`src/rtl/instr_encoder_loader.sv`:
```
// instr_encoder_loader: encodes symbolic instructions into 32-bit words and writes them sequentially to instruction memory
// Ports:
//   clk, reset              rising-edge clock, asynchronous active-high reset
//   start                   begin a load session at BASE_ADDR (ignored while busy)
//   in_valid/in_ready       instruction-field handshake
//   in_mnem, in_rs, in_rt, in_rd, in_shamt, in_funct, in_imm, in_target, in_last
//                           symbolic instruction fields; in_last ends the session
//   mem_we/mem_ack          write request held until acknowledged
//   mem_addr, mem_wdata     write address and encoded word
//   busy, done, err, count  session status, completion pulse, sticky error, words written
module instr_encoder_loader #(
    parameter int ADDR_W    = 8,
    parameter int BASE_ADDR = 0
) (
    input  logic              clk,
    input  logic              reset,
    input  logic              start,
    input  logic              in_valid,
    output logic              in_ready,
    input  logic [3:0]        in_mnem,
    input  logic [4:0]        in_rs,
    input  logic [4:0]        in_rt,
    input  logic [4:0]        in_rd,
    input  logic [4:0]        in_shamt,
    input  logic [5:0]        in_funct,
    input  logic [15:0]       in_imm,
    input  logic [25:0]       in_target,
    input  logic              in_last,
    output logic              mem_we,
    output logic [ADDR_W-1:0] mem_addr,
    output logic [31:0]       mem_wdata,
    input  logic              mem_ack,
    output logic              busy,
    output logic              done,
    output logic              err,
    output logic [ADDR_W:0]   count
);
    typedef enum logic [2:0] {IDLE, LOAD, WRITE, DONE, ERR} state_t;
    localparam logic [ADDR_W-1:0] BASE = ADDR_W'(BASE_ADDR);
    state_t            state_q, state_d;
    logic [ADDR_W-1:0] addr_q, addr_d;
    logic [31:0]       wdata_q, wdata_d;
    logic [ADDR_W:0]   count_q, count_d;
    logic              err_q, err_d, last_q, last_d;
    logic [5:0]        op;
    logic              legal;
    logic [31:0]       enc;
    always_comb begin
        legal = 1'b1;
        op    = 6'b000000;
        case (in_mnem)
            4'd0:    op = 6'b000000;
            4'd1:    op = 6'b100011;
            4'd2:    op = 6'b101011;
            4'd3:    op = 6'b000100;
            4'd4:    op = 6'b010101;
            4'd5:    op = 6'b010111;
            4'd6:    op = 6'b011001;
            4'd7:    op = 6'b101101;
            4'd8:    op = 6'b000111;
            4'd9:    op = 6'b000011;
            4'd10:   op = 6'b001101;
            default: legal = 1'b0;
        endcase
        enc = (in_mnem == 4'd0) ? {6'b000000, in_rs, in_rt, in_rd, in_shamt, in_funct} :
              (in_mnem == 4'd9) ? {op, in_target} : {op, in_rs, in_rt, in_imm};
    end
    always_comb begin
        state_d = state_q;
        addr_d  = addr_q;
        wdata_d = wdata_q;
        count_d = count_q;
        err_d   = err_q;
        last_d  = last_q;
        case (state_q)
            IDLE, ERR: if (start) begin
                state_d = LOAD;
                err_d   = 1'b0;
                count_d = '0;
                addr_d  = BASE;
            end
            LOAD: if (in_valid) begin
                if (legal) begin
                    wdata_d = enc;
                    last_d  = in_last;
                    state_d = WRITE;
                end else begin
                    err_d   = 1'b1;
                    state_d = ERR;
                end
            end
            WRITE: if (mem_ack) begin
                count_d = count_q + 1'b1;
                addr_d  = addr_q + 1'b1;
                // the last instruction wins even if it filled the final address
                state_d = last_q ? DONE : (&addr_q ? ERR : LOAD);
                err_d   = (!last_q && &addr_q) ? 1'b1 : err_q;
            end
            default: state_d = IDLE;
        endcase
    end
    always_ff @(posedge clk or posedge reset) begin
        if (reset) begin
            state_q <= IDLE;
            addr_q  <= BASE;
            wdata_q <= '0;
            count_q <= '0;
            err_q   <= 1'b0;
            last_q  <= 1'b0;
        end else begin
            state_q <= state_d;
            addr_q  <= addr_d;
            wdata_q <= wdata_d;
            count_q <= count_d;
            err_q   <= err_d;
            last_q  <= last_d;
        end
    end
    // outputs decode straight from the state register so reset clears them without a clock
    assign in_ready  = state_q == LOAD;
    assign mem_we    = state_q == WRITE;
    assign busy      = state_q == LOAD || state_q == WRITE;
    assign done      = state_q == DONE;
    assign err       = err_q;
    assign mem_addr  = addr_q;
    assign mem_wdata = wdata_q;
    assign count     = count_q;
endmodule

```
`config.mk`:
```
export PLATFORM = sky130hd
export DESIGN_NAME = instr_encoder_loader
export DESIGN_NICKNAME = d
export VERILOG_FILES = /design/src/rtl/instr_encoder_loader.sv
export SDC_FILE = /design/constraint.sdc
export NUM_CORES = 1
export LEC_CHECK = 0
export ABC_AREA = 0
export CAP_MARGIN = 10
export CORE_MARGIN = 5
export CORE_UTILIZATION = 38
export DETAILED_ROUTE_END_ITERATION = 16
export GPL_ROUTABILITY_DRIVEN = 1
export PLACE_DENSITY = 0.76
export SLEW_MARGIN = 20
export SYNTH_ARGS = -nofsm -noshare
export SYNTH_HDL_FRONTEND = slang
export SYNTH_SLANG_ARGS = --single-unit
```
`constraint.sdc`:
```
create_clock -name clk -period 1.6 [get_ports clk]
set_clock_uncertainty 0.1 [all_clocks]
set_input_delay 0.24 -clock clk [delete_from_list [all_inputs] [get_ports clk]]
set_output_delay 0.24 -clock clk [all_outputs]
set_load 0.01 [all_outputs]
```
==> summary.md, run 1 <==
| Metric | Value |
|---|---|
| Asr flop ratio synth | `100%` |
| Die span in x | `between 90 and 100 um` |
| Distinct cells, synth | `44` |
| Largest net degree at the start of global routing | `36` |
| Via count | `roughly 2900` |
| Avg Inst Size Synth | `9.88 um2` |
| Post-synth top cells | `dfrtp_1, nand2_1, nor2_1` |
| Most common cell in the synthesized netlist | `dfrtp_1` |
| NetSw | `between 0.002 and 0.0025 W` |
| DRT Pass-1 Iters | `4` |
| Adder-cell share of the synthesized area | `0.867%` |
| Io pins | `~130` |
| Xor/xnor share of the synthesized area | `3.95%` |
| Synth top area share | `roughly 47%` |
| Root buf cell | `clkbuf_8` |
| Peak supply drop | `0.607 mV` |
| Predominant post-synthesis flop cell | `dfrtp_1` |
| Placed Cells | `527` |
| Switching share of total power | `34.1%` |
| Clock sinks | `54` |
| HPWL Detailed | `~6200 um` |
| Ranking of synthesized cells by area | `dfrtp_1, mux2i_1, a211oi_1, a21o_1, nand2_1` |
| Sequential share of the synthesized area | `46.8%` |
| CTS Buf Count | `5` |
| Total power | `~0.006 W` |
| H-Tree Depth | `2` |
| Critical path peak fanout | `7` |
| Comb power frac | `approximately half` |
| CP Data Arrival Time | `1740 ps` |
| First-pass GRT wire length | `around 14000 um` |
| Synth Cell Area | `2890 um2` |
| Crit path launch type | `flop` |
| Filler instances | `between 500 and 600` |
| Final Hold Fails | `0` |
| CTS clk-pin slew, worst paths | `approximately 100 ps` |
| Starting Density | `between 30% and 40%` |
| Syn_nets | `372` |
| Core Util, Final | `68.2%` |
| Setup slack after layout | `-54.5 ps` |
| Clk_lat worst skew | `300 ps` |
| Reg power frac | `35.4%` |
| Row count | `31` |
| Worst Max-Slew Pin Slew | `about 470 ps` |
| Gr usage total | `between 15 and 20%` |
| Seq cells post-synth | `54` |
| WS Path Type | `flop to flop` |
| Antenna violations before repair | `0` |
| Final Cycle Share | `103%` |
| CTS Buffer Depth | `2` |
| Share of layout cells above drive strength 1 | `between 20% and 30%` |
| Compound-gate portion of the synthesized area | `between 10% and 20%` |
| WP data required | `approximately 1700 ps` |
| Core region area | `7330 um2` |
| Number of global-route vias before repair | `roughly 2900` |
| Total gr overflow | `0` |
| Drt drc | `0` |
| Main combinational cell family by area after synthesis | `simple AND/OR/NAND/NOR gates` |
| RSZ-0062 raised after global routing | `yes` |
| Setup-failing EPs final | `18` |
| Port bufs | `between 100 and 150` |
| Wire per inst | `16.1 um` |
| Antenna cells | `0` |
| Clk network pwr share | `between 10% and 20%` |
| HP Class | `input port to async pin` |
| Routed vias/inst | `5.15` |
| Post-synth EDFFs | `0` |
| Layout area overhead | `73.4%` |
| CTS tree | `built` |
| Max-Cap Viols | `0` |
| Final min period | `approximately 1700 ps` |
| Largest area contributor in the netlist | `dfrtp_1` |
| FMAX | `approximately 600 MHz` |
| Placer's final routability congestion estimate | `about 0.86` |
| DIE HEIGHT | `approximately 97 um` |
| Mux share of post-synthesis cell area | `10.1%` |
| Relative slew slack | `68.3%` |
| PwrDens | `1190 nW/um2` |
| Initial DRC count | `94` |
| Mapped Cells | `292` |
| Fin cells | `560` |
| WL final | `9020 um` |
| ANT nets after route | `0` |
| Leak | `around 2.5 nW` |
| Max Slew Vio Count | `0` |
| Critical path endpoint category | `flop` |
| Die area | `9440 um2` |
| Yosys warning count | `0` |
| Nets | `540` |
| Int Pwr | `between 0.003 and 0.004 W` |
| Failing checks | `setup timing` |
| Status | `finished, violations left` |
| Synth Area in Simple Gates | `16.7%` |
[final timing paths]
path                            depth (start not counted)          start       endpoint  slack [ps]
worst max-delay path                                    5     state_q[2]         last_q         -50
worst min-delay path                                    3          reset  mem_wdata[31]         240
worst max register to register                          5     state_q[2]         last_q         -50
worst min register to register                          2  mem_wdata[22]  mem_wdata[22]         380
max in group asynchronous                               3          reset  mem_wdata[17]         900
min in group clk                                        2  mem_wdata[22]  mem_wdata[22]         380
[layout by cell type, fill, tap and decap left out, drive strengths merged, types with 2 or more instances in the layout]
| cell type | synthesis | layout |
|---|---|---|
| buf | 14 | 50 |
| nand2 | 31 | 31 |
| dfrtp | 54 | 54 |
| nand4 | 4 | 4 |
| o21ai | 18 | 18 |
| a21oi | 8 | 8 |
| clkdlybuf4s50 | 0 | 93 |
| nor2 | 32 | 32 |
| ha | 2 | 2 |
| dlymetal6s2s | 0 | 23 |
| nand3 | 9 | 9 |
| and3 | 3 | 3 |
| xor2 | 8 | 8 |
| a21o | 16 | 16 |
| mux2i | 28 | 28 |
| inv | 7 | 6 |
| xnor2 | 5 | 5 |
| a211oi | 16 | 16 |
| or4 | 1 | 2 |
| dlygate4sd2 | 0 | 11 |
| and2 | 2 | 2 |
| nor3 | 5 | 5 |
| and4bb | 2 | 2 |
| clkbuf | 6 | 10 |
| nor2b | 2 | 2 |
[power groups by stage]
stage,clock (W),sequential (W),combinational (W)
finish,0.000777,0.00211,0.00307
global route,0.000874,0.00218,0.00332
CTS,0.000804,0.00212,0.00287
detailed placement,0,0.00216,0.00262
global placement,0,0.00215,0.00257
floorplan,0,0.00233,0.000902
[per-layer routing]
metal,part of all wire [%],wire [um],track usage (%),vias up
li1,-,-,-,1374
met1,39,3510,20.4,1353
met2,49,4440,30.7,144
met3,10,898,8.11,13
met4,1.9,174,5.40,0
met5,0,0,0,-
[logic make-up (layout without fill, tap and decap cells)]
group,count (synthesis),after routing
mux,29,29
fa+ha+maj,2,2
simple gates,99,100
xor+xnor,13,13
compound gates,68,68
flops,54,54
buf+inv,27,195
[flip-flops by register name (all words and copies together) (netlist names)]
signal     cells
last_q         1
state_q        3
mem_addr       8
mem_wdata     32
count          9
err            1
[per-stage QoR]
step / hold slack (ps) / cell area, um2 / TNS, ps / setup WS (ps)
after detailed placement: 364 / 4410 / -14400 / -472
final: 245 / 5000 / -457 / -54.5
after floorplan: 208 / 2890 / 0 / 72.0
after global routing: 280 / 5000 / -2910 / -128
after global placement: 357 / 4410 / -12670 / -407
after CTS: 226 / 4760 / -522 / -85.6
[worst max-delay path: stages, from the launching register on]
cell	delay (ps)
dfrtp_1	420
buf_6	130
and4bb_2	330
o21ai_4	160
buf_6	160
mux2_2	250
[timing repair]
item | CTS | global route
hold buffers | 0 | 0
endpoints found under the setup margin | 43 | 71
cloned | 3 | 3
pin swaps | 3 | 12
gates resized for setup | 47 | 62
hold endpoints to repair | 0 | 0
setup buffers | 14 | 5
[area by class of cell]
cell class,count,area [um2],share of cell area [%]
clock buffers,7,86.3,1.73
clock inverters,1,5.00,0.100
inverters,7,30.0,0.600
multi-input cells,212,1580,31.5
flip-flops and latches,54,1350,27.1
well taps,99,124,2.48
repair buffers,180,1830,36.5
Power figures use the tool's default switching activity.
==> run 2, diff against run 1 <==
--- a/config.mk
+++ b/config.mk
@@ -6,8 +6,10 @@
 export NUM_CORES = 1
 export LEC_CHECK = 0
 export ABC_AREA = 0
+export ABC_CLOCK_PERIOD_IN_PS = 1600
 export CAP_MARGIN = 10
-export CORE_MARGIN = 5
+export CORE_ASPECT_RATIO = 0.7
+export CORE_MARGIN = 4
 export CORE_UTILIZATION = 38
 export DETAILED_ROUTE_END_ITERATION = 16
 export GPL_ROUTABILITY_DRIVEN = 1
==> run 2 against run 1 <==
The run still ends with setup timing left. Clock power grew 18%. Critical path depth is the same. Non-clock buffer count grew 6. Final area grew 2.3%. Core utilization grew 1.3 points. Hold slack lost 1.8 ps. Total power grew 6.3%. Cell count grew 0.89%. Via count shrank 0.66%. Sequential power is essentially flat. Largest cell class unchanged. Highest routed layer unchanged.
==> summary.md, run 2 (synthesis results as in run 1) <==
| Metric | Value |
|---|---|
| Total gr overflow | `0` |
| CTS Buffer Depth | `2` |
| CTS Buf Count | `5` |
| ANT nets after route | `0` |
| CP Data Arrival Time | `between 1500 and 2000 ps` |
| Root buf cell | `clkbuf_8` |
| Antenna cells | `0` |
| CTS clk-pin slew, worst paths | `100 ps` |
| Setup slack after layout | `-99.2 ps` |
| CTS tree | `built` |
| Die span in x | `112 um` |
| Largest register FFs | `32` |
| Crit-path cells | `buf_6, and4bb_2, o21ai_4, buf_6, mux2_4` |
| Critical path peak fanout | `5` |
| Placer's final routability congestion estimate | `0.819` |
| Max-Cap Viols | `0` |
| Dpl ws | `-480 ps` |
| Wire per inst | `16.3 um` |
| Port bufs | `131` |
| Leak | `between 2 and 3 nW` |
| CTS Hold Bufs | `0` |
| Worst Max-Slew Pin Slew | `about 360 ps` |
| Buf+Inv Stages, Crit Path | `2` |
| Setup-failing EPs final | `29` |
| Drt drc | `0` |
| Post-route cell area | `around 5000 um2` |
| Setup TNS | `-1170 ps` |
| Antenna violations before repair | `0` |
| Status | `finished, violations left` |
| DIE HEIGHT | `80.9 um` |
| Initial DRC count | `93` |
| Most used cell, CP | `buf_6` |
| Crit path launch type | `flop` |
| Final min period | `between 1500 and 2000 ps` |
| Clock sinks | `54` |
| Routed vias/inst | `5.07` |
| Core region area | `about 7400 um2` |
| DRT Pass-1 Iters | `4` |
| Via count | `2865` |
| Clk_lat worst skew | `around 300 ps` |
| H-Tree Depth | `2` |
| Layout area overhead | `77.3%` |
| Gr usage total | `a little under a fifth` |
| First-pass GRT wire length | `~14000 um` |
| Placement Cell Area | `about 4500 um2` |
| HP Class | `input port to async pin` |
| WP data required | `between 1500 and 2000 ps` |
| Peak supply drop | `0.580 mV` |
| Failing checks | `setup timing` |
| Final Hold Fails | `0` |
| PwrDens | `1240 nW/um2` |
| GRT met2 Usage | `32.3%` |
| FMAX | `~590 MHz` |
| Nets | `547` |
| Fin Hold WS | `~240 ps` |
| Io pins | `132` |
| Top Usage Layer GRT | `met2` |
| Commonest non-fill, non-tap cell in the layout | `clkdlybuf4s50_1` |
| RSZ-0062 raised after global routing | `yes` |
| Number of global-route vias before repair | `approximately 2800` |
| Largest net degree at the start of global routing | `35` |
| M3 GR Usage | `under 10%` |
| WS Path Type | `flop to flop` |
| Critical path endpoint category | `flop` |
| Routing usage on met1 | `25.2%` |
| Starting Density | `about two fifths` |
| Final Cycle Share | `106%` |
| Row count | `26` |
| Crit path max-delay family | `flip-flops` |
| Commonest cells after routing, fill and taps aside | `clkdlybuf4s50_1, dfrtp_1, buf_4, nor2_1, mux2i_1` |
| HPWL Detailed | `6210 um` |
| Slowest CP cell | `dfrtp_2` |
| Max incr delay on CP | `440 ps` |
| WL final | `9210 um` |
| Relative slew slack | `76.1%` |
| Max Slew Vio Count | `0` |
| Die area | `9070 um2` |
| Share of layout cells above drive strength 1 | `roughly a quarter` |
## run 2: repair_timing
action	CTS	global route
endpoints found under the hold margin	0	0
pin swaps	3	14
gates cloned	4	1
setup buffers	21	3
gates resized for setup	50	56
setup endpoints to repair	50	63
## run 2: power by group
part	total, W	switching (W)	leakage (nW)	internal (W)
Sequential	0.00213	0.000298	0.697	0.00183
Combinational	0.00329	0.00138	1.77	0.00191
Clock	0.000919	0.000418	0.0573	0.000501
## run 2: final cells by class
type	instances	area, um2
inverters	7	30.0
flip-flops and latches	54	1350
fillers	564	2240
multi-input cells	213	1600
clock buffers	6	82.6
well taps	98	123
clock inverters	1	30.0
repair buffers	186	1900
## run 2: worst paths after layout
kind                            slack, ps  cells after the start          start             to
min in group clk                      380                      1  mem_wdata[12]  mem_wdata[12]
worst max-delay path                 -100                      5     state_q[0]         last_q
worst min-delay path                  240                      3          reset       count[8]
worst min register to register        380                      1  mem_wdata[12]  mem_wdata[12]
max in group asynchronous             910                      3          reset  mem_wdata[18]
worst max register to register       -100                      5     state_q[0]         last_q
## run 2: metrics by stage
stage | instances | utilization [%] | total power, W
2_1_floorplan | 292 | - | 0.00323
3_3_place_gp | 529 | 60.7 | 0.00475
3_5_place_dp | 529 | 60.7 | 0.00483
4_1_cts | 561 | 66.5 | 0.00616
5_1_grt | 565 | 69.6 | 0.00673
6_report | 565 | 69.6 | 0.00634
## run 2: worst min-delay path: cells and delay by family
family	cells	cell delay [ps]
buf+inv	3	770
## run 2: layer usage
layer  up-vias  wire length, um
li1       1396                -
met1      1386             4120
met2        81             4630
met3         2              436
met4         0               34
met5         -                0
